### src/rtl/univ_shift_reg_pkg.sv
// Shared encodings for the universal shift register: operation modes,
// shift direction and the burst controller state type.
package univ_shift_reg_pkg;

  localparam logic [1:0] MODE_HOLD = 2'b00;
  localparam logic [1:0] MODE_SHR  = 2'b01;
  localparam logic [1:0] MODE_SHL  = 2'b10;
  localparam logic [1:0] MODE_LOAD = 2'b11;

  localparam logic DIR_RIGHT = 1'b0;
  localparam logic DIR_LEFT  = 1'b1;

  typedef enum logic [1:0] {
    ST_IDLE = 2'b00,
    ST_RUN  = 2'b01,
    ST_DONE = 2'b10
  } burst_state_e;

  function automatic logic is_shift_mode(input logic [1:0] m);
    return (m == MODE_SHR) || (m == MODE_SHL);
  endfunction

endpackage

### src/rtl/shift_burst_ctrl.sv
// Burst controller: accepts a shift burst from IDLE, runs it for the captured
// count, then pulses done for one cycle before returning to IDLE.
module shift_burst_ctrl
  import univ_shift_reg_pkg::*;
#(
  parameter int CNT_W = 4
) (
  input  logic             clk,
  input  logic             reset,
  input  logic [1:0]       mode,
  input  logic             start,
  input  logic [CNT_W-1:0] count,
  output logic             mode_en,
  output logic             shift_en,
  output logic             shift_dir,
  output logic             busy,
  output logic             done
);

  localparam logic [CNT_W-1:0] CNT_ZERO = {CNT_W{1'b0}};
  localparam logic [CNT_W-1:0] CNT_ONE  = {{(CNT_W-1){1'b0}}, 1'b1};

  burst_state_e     state_r, state_nxt_s;
  logic [CNT_W-1:0] cnt_r, cnt_nxt_s;
  logic             dir_r, dir_nxt_s;
  logic             busy_r, done_r, busy_nxt_s, done_nxt_s;
  logic             accept_s;

  // State, counter, direction and flag registers
  always_ff @(posedge clk) begin
    if (reset) begin
      state_r <= ST_IDLE;
      cnt_r   <= CNT_ZERO;
      dir_r   <= DIR_RIGHT;
      busy_r  <= 1'b0;
      done_r  <= 1'b0;
    end else begin
      state_r <= state_nxt_s;
      cnt_r   <= cnt_nxt_s;
      dir_r   <= dir_nxt_s;
      busy_r  <= busy_nxt_s;
      done_r  <= done_nxt_s;
    end
  end

  // Next-state and counter logic; counter saturates at its end so it never wraps
  always_comb begin
    state_nxt_s = state_r;
    cnt_nxt_s   = cnt_r;
    dir_nxt_s   = dir_r;
    accept_s    = (state_r == ST_IDLE) && start && is_shift_mode(mode) && (count != CNT_ZERO);
    case (state_r)
      ST_IDLE: begin
        if (accept_s) begin
          state_nxt_s = ST_RUN;
          cnt_nxt_s   = count;
          dir_nxt_s   = (mode == MODE_SHL) ? DIR_LEFT : DIR_RIGHT;
        end else begin
          state_nxt_s = ST_IDLE;
        end
      end
      ST_RUN: begin
        if (cnt_r <= CNT_ONE) begin
          state_nxt_s = ST_DONE;
          cnt_nxt_s   = CNT_ZERO;
        end else begin
          cnt_nxt_s = cnt_r - CNT_ONE;
        end
      end
      ST_DONE: begin
        state_nxt_s = ST_IDLE;
      end
      default: begin
        state_nxt_s = ST_IDLE;
        cnt_nxt_s   = CNT_ZERO;
      end
    endcase
  end

  // Datapath controls from current state; flags pre-decoded from next state
  always_comb begin
    mode_en    = (state_r == ST_IDLE) && !accept_s;
    shift_en   = (state_r == ST_RUN);
    shift_dir  = dir_r;
    busy_nxt_s = (state_nxt_s == ST_RUN);
    done_nxt_s = (state_nxt_s == ST_DONE);
  end

  assign busy = busy_r;
  assign done = done_r;

endmodule

### src/rtl/univ_shift_reg.sv
// Universal shift register with hold/shift/load modes and a counted
// burst-shift facility driven by shift_burst_ctrl.
module univ_shift_reg
  import univ_shift_reg_pkg::*;
#(
  parameter int WIDTH = 1,
  parameter int DEPTH = 4,
  parameter int CNT_W = 4
) (
  input  logic                   clk,
  input  logic                   reset,
  input  logic [1:0]             mode,
  input  logic [WIDTH-1:0]       din_r,
  input  logic [WIDTH-1:0]       din_l,
  input  logic [WIDTH*DEPTH-1:0] pin,
  input  logic                   start,
  input  logic [CNT_W-1:0]       count,
  output logic [WIDTH*DEPTH-1:0] q,
  output logic [WIDTH-1:0]       sout_r,
  output logic [WIDTH-1:0]       sout_l,
  output logic                   busy,
  output logic                   done
);

  logic [DEPTH-1:0][WIDTH-1:0] stage_r, stage_nxt_s;
  logic mode_en_s, shift_en_s, shift_dir_s;

  shift_burst_ctrl #(.CNT_W(CNT_W)) u_ctrl (
    .clk       (clk),
    .reset     (reset),
    .mode      (mode),
    .start     (start),
    .count     (count),
    .mode_en   (mode_en_s),
    .shift_en  (shift_en_s),
    .shift_dir (shift_dir_s),
    .busy      (busy),
    .done      (done)
  );

  // Next stage contents: burst shifts override mode; mode applies only when idle
  always_comb begin
    stage_nxt_s = stage_r;
    if (shift_en_s) begin
      if (shift_dir_s == DIR_LEFT) begin
        stage_nxt_s = {din_l, stage_r[DEPTH-1:1]};
      end else begin
        stage_nxt_s = {stage_r[DEPTH-2:0], din_r};
      end
    end else if (mode_en_s) begin
      case (mode)
        MODE_HOLD: stage_nxt_s = stage_r;
        MODE_SHR:  stage_nxt_s = {stage_r[DEPTH-2:0], din_r};
        MODE_SHL:  stage_nxt_s = {din_l, stage_r[DEPTH-1:1]};
        MODE_LOAD: stage_nxt_s = pin;
        default:   stage_nxt_s = stage_r;
      endcase
    end else begin
      stage_nxt_s = stage_r;
    end
  end

  // Stage register
  always_ff @(posedge clk) begin
    if (reset) begin
      stage_r <= '0;
    end else begin
      stage_r <= stage_nxt_s;
    end
  end

  assign q      = stage_r;
  assign sout_r = stage_r[DEPTH-1];
  assign sout_l = stage_r[0];

endmodule

### config.mk
export PLATFORM = sky130hd
export DESIGN_NAME = univ_shift_reg
export DESIGN_NICKNAME = d
export VERILOG_FILES = /design/src/rtl/univ_shift_reg_pkg.sv /design/src/rtl/shift_burst_ctrl.sv /design/src/rtl/univ_shift_reg.sv
export SDC_FILE = /design/constraint.sdc
export NUM_CORES = 1
export LEC_CHECK = 0
export ABC_AREA = 1
export BUFFER_PORTS_ARGS = -buffer_cell sky130_fd_sc_hd__buf_2
export CAP_MARGIN = 20
export CORE_MARGIN = 5
export CORE_UTILIZATION = 55
export CTS_CLUSTER_DIAMETER = 100
export DETAILED_ROUTE_END_ITERATION = 10
export PLACE_DENSITY = 0.85
export REMOVE_ABC_BUFFERS = 1
export SYNTH_ARGS = -nofsm -noshare
export SYNTH_HDL_FRONTEND = slang
export SYNTH_SLANG_ARGS = --single-unit
### constraint.sdc
create_clock -name clk -period 1.8 [get_ports clk]
set_input_delay 0.18 -clock clk [delete_from_list [all_inputs] [get_ports clk]]
set_output_delay 0.18 -clock clk [all_outputs]
set_load 0.02 [all_outputs]
==> flow_metrics.py, run 1 <==
metrics = {
    "yosys": {
        "ys_warn_count": 0,
        "netlist_area_um2": 882,
        "yosysSeqAreaShare_pct": 29.5,
        "synthCells": 142,
        "synth_cell_types": 19,
        "syn_avg_cell_area_um2": 6.21,
        "ys_ff_latch": 13,
    },
    "power": {
        "switchingPower_uw": 323,
        "intPower_uw": 512,
        "vdd_ir_drop_max_mv": 0.583,
        "clockPowerShare_pct": 22.0,
        "p_leak_nw": 0.540,
        "total_power_uw": 835,
        "switching_share_pct": 38.7,
        "seqPwrFrac_pct": 42.0,
        "p_comb_share_pct": 36.0,
        "power_density_nw_per_um2": 818,
    },
    "detailed_routing": {
        "via_per_inst": 5.27,
        "drt-initial-drc-count": 27,
        "routed.top_layer": "met4",
        "totalWireLength_mm": 2.06,
        "wl_per_cell_um": 11.4,
        "antenna_left": 0,
        "vias": 954,
        "wl_met2_um": 988,
        "drc_errors": 0,
        "dr_wl_met3_um": 153,
        "wl_met1_um": 865,
        "drtPass1Iterations": 4,
    },
    "setup_path": {
        "cp.required_ns": 2.00,
        "crit_slowest_cell": "dfxtp_1",
        "cpMostUsedCell": "nand2_1",
        "path_max_fanout": 6,
        "cpPeakStageDelay_ns": 0.39,
        "worstPathCellList": "inv_1 > ha_1 > inv_1 > nand2_1 > nand2_1 > nand3_1 > nand2_1 > nand2_1 > a21oi_1",
        "crit_family": "simple AND/OR/NAND/NOR gates",
        "arrival_ns": 1.66,
        "endpoint_kind": "flop",
        "start_kind": "flop",
        "worstSetupPathType": "reg -> reg",
        "critical_path_buf_inv_count": 2,
    },
    "finish": {
        "fillers": 142,
        "area_growth_pct": 15.6,
        "layout_commonest_cell": "nand2_1",
        "fin_nets": 186,
        "layout-drive-gt1-share_pct": 21.2,
        "diodes": 0,
        "instances_no_fill": 181,
        "layout_common_cells": "50 x nand2_1, 22 x buf_2, 17 x nor2_1, 15 x inv_1, 14 x nand3_1",
    },
    "grt": {
        "grt_max_degree": 11,
        "grt_pass1_vias": 786,
        "grt_pass1_wl_mm": 3.31,
        "grt-ovfl-total": 0,
        "antenna_found_initial": 0,
        "track_usage_pct": 17.2,
    },
    "placed_design": {
        "dp_cells": 177,
        "port_buffers": 22,
        "hpwlAfterDp_mm": 1.60,
        "place_congestion": 0.815,
    },
    "clock_network": {
        "cts_max_path_buffers": 2,
        "clock-sinks": 13,
        "cts.clk_slew.worst_paths_ns": 0.08,
        "clockRootBuffer": "clkbuf_4",
        "post-cts-setup-buffers": 0,
        "cts_tree": "done",
        "clk_latency_ns": 0.28,
        "cts_buffers": 3,
        "htreeDepth": 1,
        "ctsResizeCount": 0,
        "cts_hold_repair.buffers": 0,
    },
    "floorplan": {
        "die_x_um": 50.0,
        "die_h_um": 50.0,
        "start_util_pct": 58.6,
        "io_pins": 23,
        "rows": 14,
        "dieArea_um2": 2500,
        "core_area_um2": 1510,
    },
    "run_status": {
        "status": "finished clean",
    },
    "timing": {
        "setup_viol": 0,
        "skew_ns": 0.00205,
        "worst_pin_slew_ns": 0.299,
        "finalHoldViolCount": 0,
        "min_period_ns": 1.46,
        "fin_crit_sh_pct": 80.8,
        "slew_violations": 0,
        "rsz0062_at_grt": "no",
        "slew_headroom_pct": 80.0,
        "fmax_mhz": 687,
        "fin_tns_setup_ns": 0,
    },
    "flow_run": {
        "cap_violations": 0,
    },
    "hold_path": {
        "holdCritPathClass": "in -> reg",
    },
}
[path summary, 6_finish.rpt]
kind | end | depth (start not counted) | slack (ns) | startpoint
max | u_ctrl.cnt_r[0]$_SDFFE_PP0P_ | 9 | 0.34 | u_ctrl.cnt_r[0]$_SDFFE_PP0P_
max reg2reg | u_ctrl.cnt_r[0]$_SDFFE_PP0P_ | 9 | 0.34 | u_ctrl.cnt_r[0]$_SDFFE_PP0P_
min | u_ctrl.cnt_r[2]$_SDFFE_PP0P_ | 2 | 0.17 | reset
min reg2reg | u_ctrl.cnt_r[1]$_SDFFE_PP0P_ | 2 | 0.51 | u_ctrl.cnt_r[1]$_SDFFE_PP0P_
[through the flow]
stage                     hold WS (ns)  setup WS [ns]  util, %  cell area [um2]
after floorplan                  0.249          0.591        -              863
after global placement           0.451          0.477     65.9              993
after detailed placement         0.468          0.365     65.9              993
after CTS                        0.163          0.350     67.7             1020
after global routing             0.169          0.237     67.7             1020
final                            0.166          0.345     67.7             1020
[layer usage]
layer	global-route usage, %	vias up
met3	5.42	6
met5	0	-
met1	20.8	426
met2	27.2	31
li1	-	491
met4	7.86	0
[Yosys cell counts]
cell       n  area [um2]
inv_1     15        56.3
a21oi_1    6        30.0
o21ai_1    2        10.0
nand2_4    1        11.3
buf_4      2        15.0
a21oi_4    1        16.3
nand3b_1   1        7.51
dfxtp_1   13         260
buf_1      1        3.75
nand2_2    3        18.8
nor2_1    17        63.8
nor2_4     1        11.3
nand3_1   14        70.1
o211ai_1   4        30.0
nand2_1   50         188
nor2_2     1        6.26
ha_1       5        62.6
nor3_1     2        10.0
inv_2      3        11.3
[area by class of cell]
type	instances	area, um2	area share, %
Tap cell	16	20.0	1.96
Sequential cell	13	260	25.5
Multi-Input combinational cell	108	536	52.5
Clock buffer	4	26.3	2.58
Timing Repair Buffer	22	110	10.8
Inverter	18	67.6	6.63
[flip-flops by register name, indices dropped and copies added, names as in the netlist]
signal and cells:
u_ctrl.cnt_r 4, q 2, u_ctrl.state_r 2, sout_l 1, sout_r 1, u_ctrl.busy 1, u_ctrl.done 1, u_ctrl.shift_dir 1
[power groups by stage]
| stage | logic, mW | registers [mW] | clock network, mW |
|---|---|---|---|
| floorplan | 0.188 | 0.380 | 0 |
| global placement | 0.288 | 0.355 | 0 |
| detailed placement | 0.298 | 0.357 | 0 |
| CTS | 0.301 | 0.350 | 0.186 |
| global route | 0.337 | 0.356 | 0.202 |
| finish | 0.300 | 0.351 | 0.184 |
[cells by family (layout without fill, tap and decap cells)]
logic type | count (synthesis) | in the layout | synth area share [%]
and+or+nand+nor | 90 | 90 | 43.8
DFF | 13 | 13 | 29.5
buffers and inverters | 21 | 44 | 9.79
AOI/OAI and AO/OA | 13 | 13 | 9.79
adders and majority gates | 5 | 5 | 7.09
Power figures use the tool's default switching activity.
==> run 2: changes to the inputs <==
--- a/config.mk
+++ b/config.mk
@@ -9,10 +9,10 @@
 export BUFFER_PORTS_ARGS = -buffer_cell sky130_fd_sc_hd__buf_2
 export CAP_MARGIN = 20
 export CORE_MARGIN = 5
-export CORE_UTILIZATION = 55
+export CORE_UTILIZATION = 51
 export CTS_CLUSTER_DIAMETER = 100
 export DETAILED_ROUTE_END_ITERATION = 10
-export PLACE_DENSITY = 0.85
+export PLACE_DENSITY = 0.79
 export REMOVE_ABC_BUFFERS = 1
 export SYNTH_ARGS = -nofsm -noshare
 export SYNTH_HDL_FRONTEND = slang
==> constraint.sdc (replaced) <==
create_clock -name clk -period 1.5 [get_ports clk]
set_input_delay 0.15 -clock clk [delete_from_list [all_inputs] [get_ports clk]]
set_output_delay 0.15 -clock clk [all_outputs]
set_load 0.02 [all_outputs]
==> flow_metrics.py, run 2 (synthesized netlist as in run 1, its figures left out) <==
metrics = {
    "grt": {
        "grt_max_degree": 11,
        "grtUsageMet3_pct": 2.58,
        "grt_use_met2_pct": 26.5,
        "grt-ovfl-total": 0,
        "antenna_found_initial": 0,
        "grt_pass1_vias": 792,
        "track_usage_pct": 15.9,
        "grt_pass1_wl_mm": 3.22,
        "grt_busiest_layer": "met2",
        "grt_use_met1_pct": 20.3,
    },
    "finish": {
        "fin_area_um2": 1020,
        "fillers": 171,
        "fin_nets": 186,
        "seq_area_um2": 260,
        "diodes": 0,
        "area_growth_pct": 15.7,
        "post-route-util_pct": 60.4,
        "layout-drive-gt1-share_pct": 21.2,
        "largest-register": "u_ctrl.cnt_r",
        "layout_commonest_cell": "nand2_1",
        "layout_common_cells": "50 x nand2_1, 22 x buf_2, 17 x nor2_1, 15 x inv_1, 14 x nand3_1",
        "largest_reg_flops": 4,
        "multiInputGateArea_um2": 536,
    },
    "floorplan": {
        "io_pins": 23,
        "core_area_um2": 1690,
        "start_util_pct": 52.2,
        "dieArea_um2": 2660,
        "rows": 15,
        "die_x_um": 51.6,
        "die_h_um": 51.6,
    },
    "setup_path": {
        "path_max_fanout": 6,
        "start_kind": "flop",
        "worstSetupPathType": "reg -> reg",
        "arrival_ns": 1.59,
        "cp.required_ns": 1.73,
        "r2r.worst_path.cells": 9,
        "endpoint_kind": "flop",
        "reg2reg_slack_ns": 0.14,
        "r2r-start": "u_ctrl.cnt_r[0]$_SDFFE_PP0P_",
        "reg2reg_to": "u_ctrl.cnt_r[3]$_SDFFE_PP0P_",
    },
    "timing": {
        "fin_tns_setup_ns": 0,
        "slew_violations": 0,
        "setup_viol": 0,
        "skew_ns": 0.00224,
        "worst_pin_slew_ns": 0.310,
        "finalHoldViolCount": 0,
        "slew_headroom_pct": 79.3,
        "fmax_mhz": 736,
        "fin_crit_sh_pct": 90.6,
        "min_period_ns": 1.36,
        "rsz0062_at_grt": "no",
        "setup_slack_ns": 0.141,
    },
    "clock_network": {
        "cts.clk_slew.worst_paths_ns": 0.08,
        "cts_tree": "done",
        "post-cts-setup-buffers": 0,
        "clock-sinks": 13,
        "cts_max_path_buffers": 2,
        "htreeDepth": 1,
        "clk_latency_ns": 0.28,
        "ctsResizeCount": 0,
        "cts_hold_repair.buffers": 0,
        "cts_buffers": 3,
        "clockRootBuffer": "clkbuf_4",
    },
    "placed_design": {
        "port_buffers": 22,
        "dp_slack_ns": 0.161,
        "hpwlAfterDp_mm": 1.55,
        "place_area_um2": 995,
        "place_congestion": 0.850,
    },
    "hold_path": {
        "holdCritPathClass": "in -> reg",
        "hold_path_end": "u_ctrl.cnt_r[0]$_SDFFE_PP0P_",
        "min_path_cells": 2,
        "worstHoldStart": "reset",
    },
    "detailed_routing": {
        "totalWireLength_mm": 2.08,
        "drc_errors": 0,
        "drtPass1Iterations": 4,
        "vias": 963,
        "via_per_inst": 5.29,
        "wl_per_cell_um": 11.4,
        "drt-initial-drc-count": 24,
        "antenna_left": 0,
    },
    "run_status": {
        "status": "finished clean",
    },
    "power": {
        "p_leak_nw": 0.540,
        "vdd_ir_drop_max_mv": 0.473,
        "power_density_nw_per_um2": 992,
    },
    "flow_run": {
        "cap_violations": 0,
    },
}
[run 2: cell counts in the layout (fill, tap and decap cells not counted)]
No cell type changed its count.
[run 2: how the worst max path moves through the flow]
| stage | startpoint | endpoint | slack, ns | cells past startpoint |
|---|---|---|---|---|
| 6_report | u_ctrl.cnt_r[0]$_SDFFE_PP0P_ | u_ctrl.cnt_r[3]$_SDFFE_PP0P_ | 0.14 | 9 |
| 5_1_grt | u_ctrl.cnt_r[0]$_SDFFE_PP0P_ | u_ctrl.cnt_r[1]$_SDFFE_PP0P_ | 0.007 | 9 |
| 4_1_cts | u_ctrl.cnt_r[0]$_SDFFE_PP0P_ | u_ctrl.cnt_r[3]$_SDFFE_PP0P_ | 0.15 | 9 |
| 3_5_place_dp | mode[1] | u_ctrl.cnt_r[3]$_SDFFE_PP0P_ | 0.16 | 10 |
| 3_3_place_gp | mode[0] | u_ctrl.cnt_r[3]$_SDFFE_PP0P_ | 0.21 | 10 |
| 2_1_floorplan | u_ctrl.cnt_r[0]$_SDFFE_PP0P_ | u_ctrl.cnt_r[3]$_SDFFE_PP0P_ | 0.29 | 9 |
[run 2: critical path: stages (launching register included)]
cell and delay, ns:
dfxtp_1 0.36, inv_1 0.09, ha_1 0.22, inv_1 0.07, nand2_1 0.05, nand2_1 0.15
nand2_1 0.12, nor2_1 0.12, nor2_1 0.05, nor2_1 0.08
[run 2: through the flow]
stage / total power, mW / std cells / hold slack, ns
finish: 1.01 / 182 / 0.142
global route: 1.07 / 182 / 0.141
CTS: 1.01 / 182 / 0.143
detailed placement: 0.785 / 178 / 0.428
global placement: 0.772 / 178 / 0.421
floorplan: 0.682 / 139 / 0.219
[run 2: cell type report]
cell class              instances  area share, %
multi-input cells             108           52.5
clock buffers                   4           2.57
well taps                      17           2.08
inverters                      18           6.62
repair buffers                 22           10.8
flip-flops and latches         13           25.5
[run 2: layer usage]
layer	part of all wire, %	routed length [um]	up-vias
li1	-	-	489
met1	43	903	431
met2	47	977	39
met3	7.7	160	4
met4	1.7	36	0
met5	0	0	-
[run 2: power by group]
group / internal, mW / switching [mW] / total, mW
sequential: 0.383 / 0.0385 / 0.422
combinational: 0.128 / 0.233 / 0.360
clock: 0.103 / 0.127 / 0.230
total: 0.614 / 0.398 / 1.01
